<file path="src/rtl/dmem_arb_pkg.sv">
// Shared definitions for the data-memory arbiter: access-size encodings,
// the illegal-size check and the byte-lane to mem_write bit mapping.
package dmem_arb_pkg;

  localparam int DATA_W = 32;

  typedef enum logic [1:0] {
    SZ_BYTE    = 2'b00,
    SZ_HALF    = 2'b01,
    SZ_WORD    = 2'b10,
    SZ_ILLEGAL = 2'b11
  } size_e;

  // Lane 0 (bits 7:0) is enabled by mem_write[3]; lane k by LANE0_WE >> k.
  localparam logic [3:0] LANE0_WE = 4'b1000;

  function automatic logic is_sz_illegal(input logic [1:0] size);
    return size == SZ_ILLEGAL;
  endfunction

endpackage

</file>
<file path="src/rtl/dmem_store_fmt.sv">
// Combinational store formatter: byte-lane enables, lane-replicated store
// data and the misalignment / illegal-size flag for the granted request.
module dmem_store_fmt
  import dmem_arb_pkg::*;
(
  input  logic [1:0]        addr_lo,
  input  logic [1:0]        size,
  input  logic [DATA_W-1:0] wdata,
  output logic [3:0]        be,
  output logic [DATA_W-1:0] wdata_rep,
  output logic              bad
);

  always_comb begin
    be        = '0;
    wdata_rep = wdata;
    bad       = is_sz_illegal(size);
    case (size_e'(size))
      SZ_BYTE: begin
        be        = LANE0_WE >> addr_lo;
        wdata_rep = {4{wdata[7:0]}};
      end
      SZ_HALF: begin
        be        = (LANE0_WE >> {addr_lo[1], 1'b0}) | (LANE0_WE >> {addr_lo[1], 1'b1});
        wdata_rep = {2{wdata[15:0]}};
        bad       = addr_lo[0];
      end
      SZ_WORD: begin
        be  = 4'b1111;
        bad = |addr_lo;
      end
      default: ;
    endcase
  end

endmodule

</file>
<file path="src/rtl/data_mem_arbiter.sv">
// Two-requester data-memory arbiter (CPU = m0, DMA/debug = m1).
// Define DMEM_ARB_RR_EN for round-robin arbitration; fixed m0 priority otherwise.
module data_mem_arbiter
  import dmem_arb_pkg::*;
#(
  parameter int BYTE_AW = 13,
  parameter int WORD_AW = 11
) (
  input  logic               clk,
  input  logic               rst,
  input  logic               m0_req,
  input  logic               m0_we,
  input  logic [BYTE_AW-1:0] m0_addr,
  input  logic [1:0]         m0_size,
  input  logic [DATA_W-1:0]  m0_wdata,
  output logic               m0_gnt,
  output logic               m0_rvalid,
  output logic [DATA_W-1:0]  m0_rdata,
  output logic               m0_err,
  input  logic               m1_req,
  input  logic               m1_we,
  input  logic [BYTE_AW-1:0] m1_addr,
  input  logic [1:0]         m1_size,
  input  logic [DATA_W-1:0]  m1_wdata,
  output logic               m1_gnt,
  output logic               m1_rvalid,
  output logic [DATA_W-1:0]  m1_rdata,
  output logic               m1_err,
  output logic               mem_en,
  output logic [3:0]         mem_write,
  output logic [WORD_AW-1:0] mem_addr,
  output logic [DATA_W-1:0]  mem_wdata,
  input  logic [DATA_W-1:0]  mem_rdata
);

  logic               sel;
  logic               gnt_any;
  logic               bad;
  logic               g_we;
  logic [BYTE_AW-1:0] g_addr;
  logic [1:0]         g_size;
  logic [DATA_W-1:0]  g_wdata;
  logic [DATA_W-1:0]  fmt_wdata;
  logic [3:0]         fmt_be;
  logic               ld_vld_p1;
  logic               ld_own_p1;
  logic               err0_p1;
  logic               err1_p1;
  logic [DATA_W-1:0]  hold0_p1;
  logic [DATA_W-1:0]  hold1_p1;

`ifdef DMEM_ARB_RR_EN
  logic ptr;

  assign sel = (m0_req & m1_req) ? ptr : ~m0_req;

  // The pointer always moves to the requester that did not just win.
  always_ff @(posedge clk) begin
    if (rst)          ptr <= 1'b0;
    else if (gnt_any) ptr <= ~sel;
  end
`else
  assign sel = ~m0_req;
`endif

  assign gnt_any = (m0_req | m1_req) & ~rst;
  assign m0_gnt  = gnt_any & ~sel;
  assign m1_gnt  = gnt_any & sel;

  assign g_we    = sel ? m1_we    : m0_we;
  assign g_addr  = sel ? m1_addr  : m0_addr;
  assign g_size  = sel ? m1_size  : m0_size;
  assign g_wdata = sel ? m1_wdata : m0_wdata;

  dmem_store_fmt u_fmt (
    .addr_lo   (g_addr[1:0]),
    .size      (g_size),
    .wdata     (g_wdata),
    .be        (fmt_be),
    .wdata_rep (fmt_wdata),
    .bad       (bad)
  );

  assign mem_en    = gnt_any & ~bad;
  assign mem_write = (mem_en & g_we) ? fmt_be : 4'b0000;
  assign mem_addr  = rst ? '0 : g_addr[BYTE_AW-1:2];
  assign mem_wdata = rst ? '0 : fmt_wdata;

  // p0 -> p1: remember who owns the outstanding load and who gets an error pulse
  always_ff @(posedge clk) begin
    if (rst) begin
      ld_vld_p1 <= 1'b0;
      ld_own_p1 <= 1'b0;
      err0_p1   <= 1'b0;
      err1_p1   <= 1'b0;
    end else begin
      ld_vld_p1 <= mem_en & ~g_we;
      ld_own_p1 <= sel;
      err0_p1   <= m0_gnt & bad;
      err1_p1   <= m1_gnt & bad;
    end
  end

  always_ff @(posedge clk) begin
    if (m0_rvalid) hold0_p1 <= mem_rdata;
    if (m1_rvalid) hold1_p1 <= mem_rdata;
  end

  // A load granted just before reset is dropped by masking with rst.
  assign m0_rvalid = ld_vld_p1 & ~ld_own_p1 & ~rst;
  assign m1_rvalid = ld_vld_p1 & ld_own_p1 & ~rst;
  assign m0_err    = err0_p1 & ~rst;
  assign m1_err    = err1_p1 & ~rst;
  assign m0_rdata  = rst ? '0 : (m0_rvalid ? mem_rdata : hold0_p1);
  assign m1_rdata  = rst ? '0 : (m1_rvalid ? mem_rdata : hold1_p1);

endmodule

</file>
<file path="config.mk">
export PLATFORM = sky130hd
export DESIGN_NAME = data_mem_arbiter
export DESIGN_NICKNAME = d
export VERILOG_FILES = /design/src/rtl/dmem_arb_pkg.sv /design/src/rtl/dmem_store_fmt.sv /design/src/rtl/data_mem_arbiter.sv
export SDC_FILE = /design/constraint.sdc
export NUM_CORES = 1
export LEC_CHECK = 0
export BUFFER_PORTS_ARGS = -buffer_cell sky130_fd_sc_hd__buf_2
export CORE_MARGIN = 2
export CORE_UTILIZATION = 44
export DETAILED_ROUTE_END_ITERATION = 7
export PLACE_DENSITY = 0.88
export RECOVER_POWER = 100
export REMOVE_ABC_BUFFERS = 1
export SETUP_SLACK_MARGIN = 0.05
export SYNTH_ARGS = -nofsm -noshare
export SYNTH_HDL_FRONTEND = slang
export SYNTH_SLANG_ARGS = --single-unit
export TNS_END_PERCENT = 5
</file>
<file path="constraint.sdc">
create_clock -name clk -period 2.7 [get_ports clk]
set_input_delay 0.27 -clock clk [delete_from_list [all_inputs] [get_ports clk]]
set_output_delay 0.27 -clock clk [all_outputs]
set_load 0.005 [all_outputs]
</file>
Word level (Yosys, flattened, before mapping)
Index checks and enable logic that the tools add are counted.
{"block": "word_totals", "regBits": 68, "latch_bits": 0, "ramBits": 0, "rom_bits": 0, "input_bits": 132, "mem_count": 0}
{"block": "op_classes", "add_sub_neg": 0, "mul": 0, "n_div": 0, "magnitude_cmp": 0, "n_eq_ne": 3, "shifts": 3, "muxes": 14, "n_bitwise": 21, "n_reduce_logical": 2}
{"operator": "$mux 32", "n": 6}
{"operator": "$pmux 32 s2", "n": 1}
{"operator": "$and 1x1->1", "n": 14}
{"operator": "$mux 13", "n": 1}
{"operator": "$pmux 4 s3", "n": 1}
{"operator": "$shr 4x2->4 const A", "n": 3}
{"operator": "$mux 11", "n": 1}
{"operator": "$not 1->1", "n": 5}
{"operator": "$eq 2x2->1 const B", "n": 2}
{"operator": "$mux 4", "n": 1}
{"operator": "$or 4x4->4", "n": 1}
{"operator": "$eq 2x1->1 const B", "n": 1}
{"operator": "$logic_not 2->1", "n": 1}
{"operator": "$mux 2", "n": 1}
{"operator": "$pmux 1 s2", "n": 1}
{"operator": "$reduce_or 2->1", "n": 1}
{"operator": "$mux 1", "n": 1}
{"operator": "$or 1x1->1", "n": 1}

Depth between registers and ports, before layout
{"block": "logic_depth", "word_depth": 7, "depth_mapped": 10}

Cells and area by module
From an unflattened synthesis, not the netlist that was laid out.
{"block": "hier_totals", "cells_unflattened": 582, "hier_area_um2": 4610.7}
{"module": "data_mem_arbiter", "instances": 1, "cells_per_inst": 476, "area_each_um2": 3997.6}
{"module": "dmem_store_fmt", "instances": 1, "cells_per_inst": 106, "area_each_um2": 613.1}

Least setup slack after synthesis
Ideal clock, no wire load.
{"block": "synth_timing", "path_type": "input-to-output", "startpoint": "in m0_req", "endpoint": "out mem_wdata[23]", "t_arrival_ns": 2.173, "setup_slack_ns": 0.257, "cell_stages": 10, "path_buffers": 4, "cell_sequence": "buf_6 buf_6 buf_6 mux2i_1 inv_1 ha_1 nor2_1 buf_2 nor2_1 a211oi_1"}
{"block": "synth_between", "elab_chain_cells": 4, "word_cells_on_any_way": 6, "classes_between": "eq/ne (1); mux (4); reduce/logical (1)"}
{"element": "start: declaration", "line_no": "data_mem_arbiter.sv:11", "text": "input logic m0_req,"}
{"element": "$mux 2", "line_no": "data_mem_arbiter.sv:72", "text": "assign g_size = sel ? m1_size : m0_size;"}
{"element": "$eq 2x1->1 or $logic_not 2->1 (tied branches)", "line_no": "dmem_store_fmt.sv:18", "text": "case (size_e'(size))"}
{"element": "$pmux 32 s2 *", "line_no": "dmem_store_fmt.sv:18"}
{"element": "$mux 32 *", "line_no": "data_mem_arbiter.sv:87", "text": "assign mem_wdata = rst ? '0 : fmt_wdata;"}
{"element": "end: declaration", "line_no": "data_mem_arbiter.sv:32", "text": "output logic [DATA_W-1:0] mem_wdata,"}
Every way passes the cells marked *; elsewhere a longest branch is shown, timed or not.

Worst setup path in the final report
{"block": "layout_timing", "startpoint": "in m0_req", "endpoint": "out mem_wdata[21]"}
Same word-level chain as after synthesis.

==> run summary <==
Post-Synth Simple-Gate Area - 19.4%
final wirelength - 11800 µm
worst-skew pair later-pin latency - 0.34 ns
antenna violations before repair - 1
Max clock buf depth - 2
H-tree levels - 3
setup violators final - 0
Slew @ Worst Pin - 0.599 ns
Clock Pin Slew Worst Setup and Hold Paths - 0.07 ns
CTS Root Cell - clkbuf_8
final-stage net count - 758
maxcap violations - 0
drt via density - 5.08
hold_buf cts - 0
Mean Syn Cell Area - 10.6 µm²
outcome - finished, final reports clean
CTS Buf Count - 9
Synth top cells by count - 68 x dfxtp_1, 59 x mux2_2, 54 x nor2b_1, 30 x mux2_4, 29 x and2b_1
count leader, synth - dfxtp_1
Pint - 0.00222 W
Area Overhead vs Synth - 30.1%
setup tns final - 0 ns
Syn Inst Count - 383
largest net degree at the start of global routing - 66
FP Rows - 34
Post-DP HPWL - 9300 µm
die width - 99.9 µm
unrepaired setup endpoints after global routing - no
combinational share of power - 33.8%
Final Slew Violations - 0
total number of vias - 3747
Cell Count, Final, Fillers Out - 737
post-synthesis cell type count - 32
WL met3 - 1040 µm
multiplexer share of the synthesized area - 35.4%
Core ar. - 8810 µm²
dominant synthesized flop cell - dfxtp_1
Worst Setup End Kind - output port
first drt pass iteration count - 4
synthesized area - 4050 µm²
largest area contributor in the netlist - dfxtp_1
Final Cycle Share - 91.6%
Inst Count DP - 719
Critical Path AT - 2.20 ns
post-synthesis compound-gate area fraction - 5.51%
largest family of logic cells by synthesized area - multiplexers
Seq pwr share - 44.0%
Initial Utilization - 45.9%
power per cell area - 598 nW/µm²
VDD IR max - 0.000245 V
WP buf/inv - 4
Sw Ratio - 29.4%
top-area cell type share of the netlist area - 33.7%
Remaining DRCs - 0
Ports - 250
final hold violations - 0
Die Area - 9980 µm²
Post-synth ARST share - 0%
Synth Area in Adders - 1.24%
layout cell share with drive strength beyond 1 - 39.6%
TritonCTS clock tree - yes
Synth Area in XOR/XNOR - 0%
YS warnings - 0
vias in the first global route - 3761
ranking of synthesized cells by area - dfxtp_1 34%, mux2_2 16%, mux2_4 11%
Startpoint Class - input port
Setup CP Type - input port to output port
flop and latch count out of synthesis - 68
Final GP Congestion - 0.973
fmax - 0.404 GHz
grt total ovfl - 0
crit-path leading delay family - buffers and inverters
sequential-to-total area share from yosys stat - 33.7%
clock skew - 0.00638 ns
Final Worst Setup Slack - 0.227 ns
HP Class - input port to flip-flop
sw power - 0.000925 W
post-route antenna net violation count - 0
postcts setup bufs - 0
gr usage total - 22.7%
met2 WL - 5990 µm
die extent in y - 99.9 µm
crit-path cells - buf_2 -> mux2i_1 -> inv_1 -> ha_1 -> nor2_1 -> buf_4 -> mux4_2 -> nor2b_1 -> clkbuf_2
drt wl/cell - 16.1 µm
# port buffers - 249
Leakage - 2.53 nW
largest stage delay on the critical path - 0.34 ns
Post-synth EDFFs - 0
slew margin rel. - 60.0%
met1 WL - 4420 µm
WP data required - 2.43 ns
Worst path slowest cell - mux2i_1
Clk pwr share - 22.2%
first-iteration detailed-routing DRC count - 94
Resize count post-CTS - 0
Highest Signal Layer - met4
Worst Path Max Fanout - 17
first-pass GRT wire length - 17900 µm
worst slack, placed - 0.236 ns
CTS Sinks - 68
Final Critical Period - 2.47 ns
[state kept, by name (all words and copies together) (netlist names)]
register	count
err0_p1	1
err1_p1	1
hold1_p1	32
ld_own_p1	1
hold0_p1	32
ld_vld_p1	1
[layout make-up]
class	count	area (µm²)
Fill cell	847	3540
Multi-Input combinational cell	281	2370
Sequential cell	68	1360
Timing Repair Buffer	257	1210
Clock buffer	12	135
Tap cell	108	135
Clock inverter	4	26.3
Inverter	5	18.8
Antenna cell	2	5.00
[metal layers]
layer	global-route usage, %	vias to the layer above
li1	-	1808
met3	6.20	31
met2	42.3	188
met4	9.91	0
met1	23.9	1720
met5	0	-
[per-stage QoR]
| step | utilization [%] | hold WS [ns] | instance area, µm² | total power [W] |
|---|---|---|---|---|
| 2_1_floorplan | - | 0.344 | 3870 | 0.00213 |
| 3_3_place_gp | 60.5 | 0.441 | 5330 | 0.00258 |
| 3_5_place_dp | 60.5 | 0.455 | 5330 | 0.00264 |
| 4_1_cts | 62.3 | 0.158 | 5490 | 0.00336 |
| 5_1_grt | 59.7 | 0.160 | 5260 | 0.00335 |
| 6_report | 59.7 | 0.173 | 5260 | 0.00315 |
[final timing paths]
check / from / end / slack, ns / cells past startpoint
setup reg to reg: ld_vld_p1 / hold0_p1[16] / 1.11 / 3
setup / recovery: m0_req / mem_wdata[21] / 0.23 / 9
hold reg to reg: hold0_p1[5] / hold0_p1[5] / 0.46 / 1
hold / removal: mem_rdata[25] / hold0_p1[25] / 0.17 / 2
[worst register-to-register path, stage by stage (launching register included)]
cell and delay (ns):
dfxtp_1 0.37, nor3b_1 0.25, buf_4 0.41, mux2_1 0.43
[logic make-up after synthesis]
group                      Yosys count
and+or+nand+nor                    128
muxes                              112
DFF                                 68
AOI/OAI and AO/OA                   37
buffers and inverters               34
adders and majority gates            4
[power groups by stage]
stage	registers, W	clock network, W	logic (W)
3_5_place_dp	0.00142	0	0.00122
3_3_place_gp	0.00140	0	0.00118
4_1_cts	0.00140	0.000730	0.00123
5_1_grt	0.00142	0.000764	0.00117
2_1_floorplan	0.00139	0	0.000740
6_report	0.00139	0.000698	0.00106
[cell usage in the layout (no fill, tap or decap), types with 17 or more instances in the layout]
cell type / count
dfxtp_1: 68
buf_2: 156
mux2_2: 50
and2b_1: 29
nor2b_1: 54
a21oi_1: 21
clkbuf_1: 84
mux2_1: 39
nand2_1: 17
nor2_1: 19
(Power assumes the default switching activity.)
